`src/rtl/dds_ram_ctrl.sv`:
```
// dds_ram_ctrl: phase accumulator, waveform RAM read sequencer and host
// write arbiter sharing one single-port waveform RAM (3 x 1024 samples).
module dds_ram_ctrl #(
   parameter int PHASE_W   = 32,
   parameter int ADDR_W    = 12,
   parameter int DATA_W    = 8,
   parameter int SEG_AW    = 10,
   parameter int NUM_WAVES = 3
) (
   input  logic               clka,
   input  logic               rst_n,
   input  logic               en,
   input  logic               phase_clr,
   input  logic [PHASE_W-1:0] fword,
   input  logic [SEG_AW-1:0]  pword,
   input  logic [1:0]         wave_sel,
   input  logic               wr_req,
   input  logic [ADDR_W-1:0]  wr_addr,
   input  logic [DATA_W-1:0]  wr_data,
   output logic               wr_gnt,
   output logic               ram_ena,
   output logic               ram_wea,
   output logic [ADDR_W-1:0]  ram_addra,
   output logic [DATA_W-1:0]  ram_dina,
   input  logic [DATA_W-1:0]  ram_douta,
   output logic [DATA_W-1:0]  dds_data,
   output logic               dds_valid,
   output logic [15:0]        drop_cnt
);

   typedef enum logic [1:0] {IDLE, RUN_RD, RUN_WR} state_t;

   state_t              state, next_state;
   logic [PHASE_W-1:0]  acc;
   logic [1:0]          wave_act;
   logic [PHASE_W:0]    acc_sum;
   logic                wrap;
   logic                wave_load;
   logic [SEG_AW-1:0]   seg_off;
   logic [ADDR_W-1:0]   rd_addr;
   logic                issue_rd;
   logic                issue_wr;
   logic                count_drop;
   logic                rd_p1;

   // Carry out of the accumulator add marks a phase wrap; only real when advancing.
   assign acc_sum   = {1'b0, acc} + {1'b0, fword};
   assign wrap      = en & acc_sum[PHASE_W];
   // Segment offset wraps naturally at 1024 through its width.
   assign seg_off   = acc[PHASE_W-1 -: SEG_AW] + pword;
   assign rd_addr   = (ADDR_W'(wave_act) << SEG_AW) + ADDR_W'(seg_off);
   // Waveform switches only at a phase boundary, on clear, or while idle; invalid selects are ignored.
   assign wave_load = (int'(wave_sel) < NUM_WAVES) && (wrap || phase_clr || state == IDLE);

   // State register.
   always_ff @(posedge clka or negedge rst_n) begin
      if (!rst_n) begin
         state <= IDLE;
      end else begin
         // NOTE: sequential state uses non-blocking assignments so every register samples pre-edge values.
         state <= next_state;
      end
   end

   // Next-state logic: a host write may only steal the slot following a read.
   always_comb begin
      // NOTE: default first so no path leaves next_state unassigned (which would infer a latch).
      next_state = state;
      case (state)
         IDLE:    next_state = en ? RUN_RD : IDLE;
         RUN_RD:  if (!en)        next_state = IDLE;
                  else if (wr_req) next_state = RUN_WR;
                  else             next_state = RUN_RD;
         RUN_WR:  next_state = en ? RUN_RD : IDLE;
         default: next_state = IDLE;
      endcase
   end

   // Output decode: what the RAM port carries in the coming cycle.
   always_comb begin
      issue_rd   = 1'b0;
      issue_wr   = 1'b0;
      count_drop = 1'b0;
      case (next_state)
         RUN_RD:  issue_rd = 1'b1;
         RUN_WR:  begin
            issue_wr   = 1'b1;
            count_drop = 1'b1;
         end
         default: issue_wr = wr_req;
      endcase
   end

   // Registered RAM port, grant and lost-slot counter.
   always_ff @(posedge clka or negedge rst_n) begin
      if (!rst_n) begin
         ram_ena   <= 1'b0;
         ram_wea   <= 1'b0;
         ram_addra <= '0;
         ram_dina  <= '0;
         wr_gnt    <= 1'b0;
         drop_cnt  <= '0;
      end else begin
         ram_ena <= issue_rd | issue_wr;
         ram_wea <= issue_wr;
         wr_gnt  <= issue_wr;
         if (issue_wr) begin
            ram_addra <= wr_addr;
            ram_dina  <= wr_data;
         end else if (issue_rd) begin
            ram_addra <= rd_addr;
         end
         if (count_drop && drop_cnt != 16'hFFFF) begin
            drop_cnt <= drop_cnt + 16'd1;
         end
      end
   end

   // Phase accumulator and active waveform segment.
   always_ff @(posedge clka or negedge rst_n) begin
      if (!rst_n) begin
         acc      <= '0;
         wave_act <= '0;
      end else begin
         if (phase_clr) begin
            acc <= '0;
         end else if (en) begin
            acc <= acc_sum[PHASE_W-1:0];
         end
         if (wave_load) begin
            wave_act <= wave_sel;
         end
      end
   end

   // Read return pipeline: capture RAM data two edges after the read is presented.
   always_ff @(posedge clka or negedge rst_n) begin
      if (!rst_n) begin
         rd_p1     <= 1'b0;
         dds_valid <= 1'b0;
         dds_data  <= '0;
      end else begin
         rd_p1     <= ram_ena & ~ram_wea;
         dds_valid <= rd_p1;
         if (rd_p1) begin
            dds_data <= ram_douta;
         end
      end
   end

endmodule

```
`config.mk`:
```
export PLATFORM = sky130hd
export DESIGN_NAME = dds_ram_ctrl
export DESIGN_NICKNAME = d
export VERILOG_FILES = /design/src/rtl/dds_ram_ctrl.sv
export SDC_FILE = /design/constraint.sdc
export NUM_CORES = 1
export LEC_CHECK = 0
export BUFFER_PORTS_ARGS = -buffer_cell sky130_fd_sc_hd__buf_2
export CAP_MARGIN = 20
export CORE_ASPECT_RATIO = 0.9
export CORE_MARGIN = 5
export CORE_UTILIZATION = 40
export DETAILED_ROUTE_END_ITERATION = 10
export GPL_ROUTABILITY_DRIVEN = 0
export PLACE_DENSITY = 0.68
export SYNTH_ARGS = -nofsm -noshare
export SYNTH_HDL_FRONTEND = slang
export SYNTH_SLANG_ARGS = --single-unit
```
`constraint.sdc`:
```
create_clock -name clka -period 4.9 [get_ports clka]
set_clock_uncertainty 0.2 [all_clocks]
set_input_delay 0.735 -clock clka [delete_from_list [all_inputs] [get_ports clka]]
set_output_delay 0.735 -clock clka [all_outputs]
set_load 0.005 [all_outputs]
```
==> flow_summary.rst <==
.. list-table::
   :header-rows: 1

   * - Metric
     - Value
   * - Grt total ovfl
     - 0
   * - Hold Worst Slack
     - around 0.2 ns
   * - Top-count cell post-synth
     - nand2_1
   * - Master cell of the clock root buffer
     - clkbuf_16
   * - Worst hold path class
     - input port to async pin
   * - Via count of the first global-routing pass
     - 4664
   * - Post-route ant nets
     - 0
   * - P per Cell Area
     - between 300 and 400 nW/um^2
   * - Number of sinks on the clock net
     - 84
   * - Met3 Usage GRT
     - 4.33%
   * - Synth Instances
     - 591
   * - Post-synthesis to final-layout area growth
     - 20.0%
   * - Chip width
     - between 100 and 150 um
   * - Max-cap check violation count
     - 0
   * - Core ar.
     - about 13000 um^2
   * - Global-route total usage across every layer
     - ~18%
   * - Pleak
     - between 3 and 4 nW
   * - Worst Path Max Fanout
     - 4
   * - Number of clock buffers inserted by TritonCTS
     - 9
   * - Fraction of post-synthesis cell area in the top cell type by area
     - 38.5%
   * - Result of the run
     - finished clean
   * - Commonest cells post-synth
     - nand2_1, dfrtp_1, a21oi_1
   * - Row count
     - 40
   * - Setup repair after global routing missed its margin
     - no
   * - Critical path required time
     - between 4 and 5 ns
   * - Top Usage Layer GRT
     - met2
   * - Main area contributors after synthesis
     - dfrtp_1, ha_1, nand2_1, xnor2_1, a21oi_1
   * - Met2 global-route usage
     - between 20% and 30%
   * - Reg2Reg Depth
     - 10
   * - Synthesis warning total
     - 0
   * - Quantity of gates resized following cts
     - 0
   * - Fraction of final layout cells sized beyond drive strength 1
     - about a quarter
   * - H-tree lvl count
     - 3
   * - First-pass GRT wire length
     - around 23000 um
   * - Post-Syn Nets
     - between 700 and 800
   * - Period minus WS final
     - roughly 3.2 ns
   * - Delay of the slowest critical-path stage
     - ~0.46 ns
   * - Die outline area
     - 16100 um^2
   * - CTS tree
     - built
   * - Final-report setup violation count
     - 0
   * - Final #Nets
     - slightly above 800
   * - Router iterations before antenna repair
     - 5
   * - Setup CP Type
     - input port to flip-flop
   * - Starting density of the core
     - between 40% and 50%
   * - Synthesis-stage register bit count
     - between 80 and 90
   * - Accumulated negative setup slack
     - 0 ns
   * - Sequential cell area fraction in the yosys report
     - approximately two fifths
   * - Post-synthesis async set-or-reset flop share
     - 100%
   * - Most Frequent Cell on Critical Path
     - o21ai_1
   * - Prevailing post-synth register cell
     - dfrtp_1
   * - Clock-pin slew reported for the worst setup and hold paths after clock tree synthesis
     - roughly 0.060 ns
   * - Count of pins over their slew limit
     - 0
   * - I/O Pins
     - 125
   * - Final instance area
     - 6540 um^2
   * - Worst-path cell chain
     - buf_2 > ha_1 > fa_1 > a211oi_2 > o21bai_2 > a221o_1 > a31oi_2 > o21ai_1 > a21oi_1 > xor2_1 > o21ai_1
   * - Met1 track utilization from global routing
     - approximately a quarter
   * - Achievable Freq
     - ~320 MHz
   * - Mapped Avg Cell Area
     - 9.23 um^2
   * - Biggest area consumer among synthesized cells
     - dfrtp_1
   * - Half-perimeter wire length of the detailed placement result
     - between 10000 and 15000 um
   * - Post-synth EDFFs
     - 0
   * - Worst setup EP type
     - flip-flop
   * - Iteration-0 DRC count of the detailed router
     - roughly 280
   * - Actual transition at the worst max-transition pin
     - 0.855 ns
   * - PnR worst setup slack
     - ~1.7 ns
   * - Mapped cell area
     - 5450 um^2
   * - Worst-case vdd ir drop
     - between 200 and 250 uV
   * - Placed cell area
     - roughly 6200 um^2
   * - Post-route DRC violation count
     - 0
   * - Initial antenna violation count
     - 1
   * - Total detailed-routing wirelength
     - around 14000 um
   * - Routed wire length per instance
     - approximately 16 um
   * - Cts-stage hold buffer count
     - 0
   * - Total setup buffers inserted after CTS
     - 0
   * - Antenna diode count
     - 0
   * - Via Count
     - roughly 4700
   * - Clk buf depth
     - 2
   * - Pin count of the biggest net entering global routing
     - 44
   * - Power after layout
     - 2.48 mW
   * - Launching element type of the critical path
     - input port
   * - Max-slew headroom
     - 42.9%
   * - Die height
     - 121 um
   * - Minimum setup slack after placement
     - about 1.4 ns
   * - Insertion delay to the later sink of the worst-skew pair
     - about 0.34 ns
   * - Count of final hold-check violations
     - 0
   * - Count of unique library cells instantiated by Yosys
     - between 60 and 70
   * - Number of input and output port buffers inserted
     - 124
   * - Ratio of routed vias to standard cells
     - about 5.4
   * - Final period util
     - between 60% and 70%
   * - Data arrival time of the worst path
     - 3.17 ns
   * - Worst-path cell with the longest stage delay
     - fa_1
## report_power, final
group          total, mW  switching [mW]  internal, mW
Combinational      0.841           0.465         0.376
Sequential         0.887          0.0781         0.808
Clock              0.754           0.291         0.463
## metal layers
metal	vias to the layer above	share of wire, %
li1	2362	-
met1	2235	46
met2	132	47
met3	15	5.3
met4	2	1.7
met5	-	0.050
## flip-flops by register name, indices dropped and copies added (netlist names)
signal / count
acc: 32
dds_data: 8
dds_valid: 1
drop_cnt: 16
ram_addra: 12
ram_dina: 8
ram_ena: 1
ram_wea: 1
rd_p1: 1
state: 2
wave_act: 2
## per-stage QoR
stage / util, % / instances
final: 49.0 / 879
after floorplan: - / 591
after detailed placement: 46.5 / 863
after global placement: 46.5 / 863
after global routing: 49.0 / 879
after CTS: 49.0 / 879
## cell families after synthesis
group	Yosys count	synth area share [%]
DFF	84	38.5
buffers and inverters	42	3.01
and+or+nand+nor	189	15.4
adders and majority gates	46	10.8
AOI/OAI and AO/OA	163	20.7
xor gates and xnor gates	42	6.75
muxes	25	4.77
## final timing paths
| check | end | slack, ns | start |
|---|---|---|---|
| max | acc[30]$_DFFE_PN0P_ | 1.73 | fword[0] |
| min | rd_p1$_DFF_PN0_ | 0.20 | rst_n |
| max reg2reg | acc[30]$_DFFE_PN0P_ | 1.85 | acc[0]$_DFFE_PN0P_ |
| min reg2reg | rd_p1$_DFF_PN0_ | 0.25 | ram_wea$_DFF_PN0_ |
| max in group asynchronous | drop_cnt[2]$_DFFE_PN0P_ | 3.31 | rst_n |
| min in group clka | rd_p1$_DFF_PN0_ | 0.25 | ram_wea$_DFF_PN0_ |
## critical path, delay by kind of cell
family	cells	cell delay [ns]
xor gates and xnor gates	1	0.16
buffers and inverters	1	0.10
adders and majority gates	2	0.70
AOI/OAI and AO/OA	7	1.48
## area by class of cell
class / instances / area [um^2]
fill: 1272 / 6820
multi-input combinational: 465 / 3190
sequential: 84 / 2100
timing repair buffer: 127 / 646
clock buffer: 11 / 243
tap: 168 / 210
clock inverter: 5 / 85.1
inverter: 19 / 71.3
## cell usage in the layout, fill, tap and decap left out, types with 5 or more instances in the layout
master     instances
xnor2_1           28
o21a_1             7
o21ai_1           12
dfrtp_1           84
buf_2            123
inv_1             18
nand2_1           90
nor3_1            10
o21bai_1           7
a31oi_1            5
o21ai_0           24
a21oi_1           45
nand3_1           15
nor2_1            40
xor2_1            14
nand4_1           11
mux2_2             8
o211ai_1           5
a211oi_1           5
ha_1              44
or3_1              5
mux2i_1           17
a21o_1            16
clkbuf_16          9
No activity file was read; power rests on OpenSTA's default activity.
